File: config.mk
export PLATFORM = sky130hd
export DESIGN_NAME = read_clock_controller
export DESIGN_NICKNAME = d
export VERILOG_FILES = /design/src/rtl/read_clock_controller.sv
export SDC_FILE = /design/constraint.sdc
export NUM_CORES = 1
export LEC_CHECK = 0
export BUFFER_PORTS_ARGS = -buffer_cell sky130_fd_sc_hd__buf_2
export CORE_ASPECT_RATIO = 1.2
export CORE_UTILIZATION = 50
export DETAILED_ROUTE_END_ITERATION = 12
export PLACE_DENSITY_LB_ADDON = 0.2
export SYNTH_ARGS = -nofsm -noshare
export SYNTH_HDL_FRONTEND = slang
export SYNTH_SLANG_ARGS = --single-unit
File: constraint.sdc
create_clock -name IN_50Mhz -period 2.8 [get_ports IN_50Mhz]
set_input_delay 0.28 -clock IN_50Mhz [delete_from_list [all_inputs] [get_ports IN_50Mhz]]
set_output_delay 0.28 -clock IN_50Mhz [all_outputs]
set_load 0.02 [all_outputs]
File: src/rtl/read_clock_controller.sv
// Programmable read-clock generator: divides IN_50Mhz by 2*(div_reg+1), runs in bursts of
// rising edges or continuously, and stops cleanly so OUT_CLK never ends on a runt high phase.
module read_clock_controller #(
    parameter int unsigned COUNTER_WIDTH = 7,
    parameter int unsigned BURST_WIDTH   = 8
) (
    input  logic                     IN_50Mhz,
    input  logic                     IN_RESET_N,
    input  logic                     CFG_VALID,
    output logic                     CFG_READY,
    input  logic [COUNTER_WIDTH-1:0] CFG_DIV,
    input  logic                     START,
    input  logic                     STOP,
    input  logic [BURST_WIDTH-1:0]   BURST_LEN,
    output logic                     OUT_CLK,
    output logic                     OUT_RISE_EN,
    output logic                     OUT_FALL_EN,
    output logic                     BUSY,
    output logic                     DONE
);

    typedef enum logic [1:0] {StIdle, StRun, StDrain} state_t;

    state_t                   r_state,     w_state_nxt;
    logic [COUNTER_WIDTH-1:0] r_div,       w_div_nxt;
    logic [COUNTER_WIDTH-1:0] r_cnt,       w_cnt_nxt;
    logic [BURST_WIDTH-1:0]   r_edges,     w_edges_nxt;
    logic [BURST_WIDTH-1:0]   r_burst,     w_burst_nxt;
    logic                     r_out_clk,   w_out_clk_nxt;
    logic                     r_rise,      w_rise_nxt;
    logic                     r_fall,      w_fall_nxt;
    logic                     r_busy,      w_busy_nxt;
    logic                     r_done,      w_done_nxt;
    logic                     r_cfg_ready, w_cfg_ready_nxt;

    logic                     w_tc;
    logic                     w_burst_hit;

    assign w_tc        = (r_cnt == r_div);
    assign w_burst_hit = (r_burst != '0) && (r_edges == r_burst);

    always_ff @(posedge IN_50Mhz or negedge IN_RESET_N) begin
        if (!IN_RESET_N) begin
            r_state     <= StIdle;
            r_div       <= {COUNTER_WIDTH{1'b1}};
            r_cnt       <= '0;
            r_edges     <= '0;
            r_burst     <= '0;
            r_out_clk   <= 1'b0;
            r_rise      <= 1'b0;
            r_fall      <= 1'b0;
            r_busy      <= 1'b0;
            r_done      <= 1'b0;
            r_cfg_ready <= 1'b0;
        end else begin
            r_state     <= w_state_nxt;
            r_div       <= w_div_nxt;
            r_cnt       <= w_cnt_nxt;
            r_edges     <= w_edges_nxt;
            r_burst     <= w_burst_nxt;
            r_out_clk   <= w_out_clk_nxt;
            r_rise      <= w_rise_nxt;
            r_fall      <= w_fall_nxt;
            r_busy      <= w_busy_nxt;
            r_done      <= w_done_nxt;
            r_cfg_ready <= w_cfg_ready_nxt;
        end
    end

    always_comb begin
        w_state_nxt   = r_state;
        w_div_nxt     = r_div;
        w_cnt_nxt     = r_cnt;
        w_edges_nxt   = r_edges;
        w_burst_nxt   = r_burst;
        w_out_clk_nxt = r_out_clk;
        w_rise_nxt    = 1'b0;
        w_fall_nxt    = 1'b0;
        w_done_nxt    = 1'b0;

        // CFG_READY is only ever high in IDLE, so the divider never changes mid-run.
        if (CFG_VALID && r_cfg_ready) begin
            w_div_nxt = CFG_DIV;
        end

        unique case (r_state)
            StIdle: begin
                if (START && !STOP) begin
                    w_cnt_nxt   = '0;
                    w_edges_nxt = '0;
                    w_burst_nxt = BURST_LEN;
                    w_state_nxt = StRun;
                end
            end
            StRun: begin
                if (STOP) begin
                    // Stop wins over a terminal count while low; a high phase is drained.
                    if (!r_out_clk) begin
                        w_cnt_nxt   = '0;
                        w_done_nxt  = 1'b1;
                        w_state_nxt = StIdle;
                    end else if (w_tc) begin
                        w_cnt_nxt     = '0;
                        w_out_clk_nxt = 1'b0;
                        w_fall_nxt    = 1'b1;
                        w_done_nxt    = 1'b1;
                        w_state_nxt   = StIdle;
                    end else begin
                        w_cnt_nxt   = r_cnt + 1'b1;
                        w_state_nxt = StDrain;
                    end
                end else if (w_tc) begin
                    w_cnt_nxt     = '0;
                    w_out_clk_nxt = !r_out_clk;
                    if (!r_out_clk) begin
                        w_rise_nxt = 1'b1;
                        if (r_edges != {BURST_WIDTH{1'b1}}) begin
                            w_edges_nxt = r_edges + 1'b1;
                        end
                    end else begin
                        w_fall_nxt = 1'b1;
                        if (w_burst_hit) begin
                            w_done_nxt  = 1'b1;
                            w_state_nxt = StIdle;
                        end
                    end
                end else begin
                    w_cnt_nxt = r_cnt + 1'b1;
                end
            end
            StDrain: begin
                if (w_tc) begin
                    w_cnt_nxt     = '0;
                    w_out_clk_nxt = 1'b0;
                    w_fall_nxt    = 1'b1;
                    w_done_nxt    = 1'b1;
                    w_state_nxt   = StIdle;
                end else begin
                    w_cnt_nxt = r_cnt + 1'b1;
                end
            end
            default: begin
                w_cnt_nxt     = '0;
                w_out_clk_nxt = 1'b0;
                w_state_nxt   = StIdle;
            end
        endcase

        w_busy_nxt      = (w_state_nxt != StIdle);
        w_cfg_ready_nxt = (w_state_nxt == StIdle);
    end

    assign CFG_READY   = r_cfg_ready;
    assign OUT_CLK     = r_out_clk;
    assign OUT_RISE_EN = r_rise;
    assign OUT_FALL_EN = r_fall;
    assign BUSY        = r_busy;
    assign DONE        = r_done;

endmodule
==> results.md <==
* Row count at 25
* Clock slew at reported path FFs at 0.08 ns
* Area grow syn2layout at 14.21%
* Ratio of cells with drive above 1 in the final layout at 27.48%
* Largest area contributor in the synthesized netlist: dfrtp_1
* M2 GR Usage at between 30% and 40%
* Number of flops mapped to enable cells by yosys at 0
* Met3 Track Usage GR at 4.874%
* CTS tree: yes
* ANT cells at 0
* Ys flop type: dfrtp_1
* Synth warn at 0
* Commonest non-fill, non-tap cell in the layout: dfrtp_1
* Cell area after layout at 2323 µm²
* WP data required at 3.00 ns
* Clock latency on the worst-skew pair at 0.29 ns
* Syn Nets at roughly 220
* Worst-path fanout max at 14
* Post-DP HPWL at 3183 µm
* Max IR drop VDD at 561.6 µV
* CTS Buf Count at 5
* IO Port Bufs at 25
* Setup TNS at 0 ns
* Ys async rst share at 100.0%
* Slew at the pin with the worst max-slew slack at 0.8516 ns
* Leak Pwr at 0.001029 µW
* Core Area at 3910 µm²
* Crit path DAT at 2.60 ns
* Clk_skew at 0.009672 ns
* CTS Buffer Depth at 2
* Chip height at 71.88 µm
* CTS resizes at 0
* Critical Path End Type: register
* Post-route DRC at 0
* Total number of vias at 1545
* RSZ-0062 raised after global routing: false
* # clock sinks at 38
* First-pass GRT wire length at 7155 µm
* Syn_area_per_cell at about 11 µm²
* Vias in the first global route at 1599
* Final Hold Vio Count at 0
* Period utilization at 85.68%
* Grt peak-use layer: met2
* # IOs at 26
* Run status: complete, no violations
* Setup-failing EPs final at 0
* All-Layer GR Usage at 22.32%
* Syn Inst Count at 193
* Met1 Usage GRT at 25.50%
* Post-Syn Area at 2034 µm²
* Seq/Total Area, Yosys at 47.17%
* Iteration-0 DRC Markers at 65
* Setup CP Type: reg2reg
* Initial Utilization at 52.03%
* Setup Buffers After CTS at 0
* Net count, final at 247
* Maximum number of pins on one net before global-route repair at 39
* Placer Congestion at between 0.8 and 0.9
* Max_cap viols at 0
* Fin crit period at 2.399 ns
* CP Launch Type: register
* Initial antenna violation count at 0
* Most frequent cells in the layout: dfrtp_1, buf_2, mux2_2
* Die Area at 4329 µm²
* Placed inst area at 2215 µm²
* Max H-tree Level at 2
* Drt total wl at about 4300 µm
* Netlist cell types at 43
* Max-slew headroom at 43.23%
* Overflow after GRT at 0
* Dominant cells by area after synthesis: dfrtp_1, dfstp_2, mux2_2
* Cts hold-fix bufs at 0
* Detailed Routing Iterations Pass 1 at 4
* DIE WIDTH at 60.23 µm
* WL per Instance at 15.46 µm
* Via/cell ratio at 5.598
* Area fraction of the dominant cell type after synthesis at approximately two fifths
* Fmax at 0.4169 GHz
* Post-route ant nets at 0
* Power density over cell area at 874.9 nW/µm²
* #FFs+latches synth at 38
* Root buffer cell: clkbuf_8
* Worst hold path class: in2async
* Final Max Slew Viols at 0
cell type report:
type,count,area [µm²]
clock inverter,3,40.04
inverter,5,18.77
clock buffer,5,68.82
timing repair buffer,26,132.6
sequential,38,959.7
fill,368,1587
multi-input combinational,145,1036
tap,54,67.56
cells in the mapped netlist (3+ instances only):
master    number
xor2_1        13
nor4_1         3
nand4_1        4
mux2_2        16
nand2_1       12
nand3_1        7
nor2_1        13
nand2b_1       5
a21oi_1       13
clkbuf_1       3
ha_1           6
or3_1          3
or4_1          3
dfstp_2        7
o21ai_0        7
nor3_1         3
o31ai_1        3
and2_1         4
dfrtp_1       31
and3_1         4
xnor2_1        7
inv_1          5
flip-flops by register name, summed over array words and instances (netlist names), 2 cells and up:
signal,cells
r_burst,8
r_cnt,7
r_div,7
r_edges,8
r_state,2
per-layer routing:
layer / vias up / routed length, µm / share of wire, %
met5: - / 0 / 0
met4: 0 / 61 / 1.4
met3: 7 / 119 / 2.8
met2: 24 / 2325 / 54
met1: 763 / 1760 / 41
li1: 751 / - / -
cells by family after synthesis:
family                     after synthesis  synth area share (%)
xor gates and xnor gates                20                 8.610
DFF                                     38                 47.17
buffers and inverters                   10                 1.906
and+or+nand+nor                         66                 18.14
adders and majority gates                6                 3.690
muxes                                   16                 8.856
AOI/OAI and AO/OA                       37                 11.62
critical path, stage by stage, from the launching register on:
cell,delay (ns)
dfrtp_1,0.44
inv_1,0.13
ha_1,0.38
nand2b_1,0.18
nor2_1,0.19
nand4_2,0.30
or4_1,0.51
a21oi_1,0.19
worst paths after layout:
path | start | endpoint | slack (ns) | cells past startpoint
min in group IN_50Mhz | CFG_DIV[5] | r_div[5]$_DFFE_PN1P_ | 0.22 | 2
worst max register to register | r_state[1]$_DFF_PN0_ | r_edges[6]$_DFFE_PN0P_ | 0.40 | 7
max in group asynchronous | IN_RESET_N | r_burst[4]$_DFFE_PN0P_ | 2.17 | 1
worst max-delay path | r_state[1]$_DFF_PN0_ | r_edges[6]$_DFFE_PN0P_ | 0.40 | 7
worst min-delay path | IN_RESET_N | r_cnt[3]$_DFFE_PN0N_ | 0.1 | 1
worst min register to register | r_burst[5]$_DFFE_PN0P_ | r_burst[5]$_DFFE_PN0P_ | 0.56 | 1
metrics by stage:
stage / hold WS, ns / util, % / power (µW) / std cells / setup slack [ns]
finish: 0.09686 / 59.42 / 2033 / 276 / 0.4011
global route: 0.1550 / 59.42 / 2172 / 276 / 0.1600
CTS: 0.1150 / 59.42 / 2050 / 276 / 0.3935
detailed placement: 0.4301 / 56.64 / 1593 / 268 / 0.4003
global placement: 0.4090 / 56.64 / 1570 / 268 / 0.6036
floorplan: -0.01559 / - / 1394 / 193 / 0.9310
report_power, final:
part,total (µW),internal [µW],switching (µW)
combinational,701,310,391
clock,450,262,188
sequential,882,734,147
No activity file was read; power rests on OpenSTA's default activity.
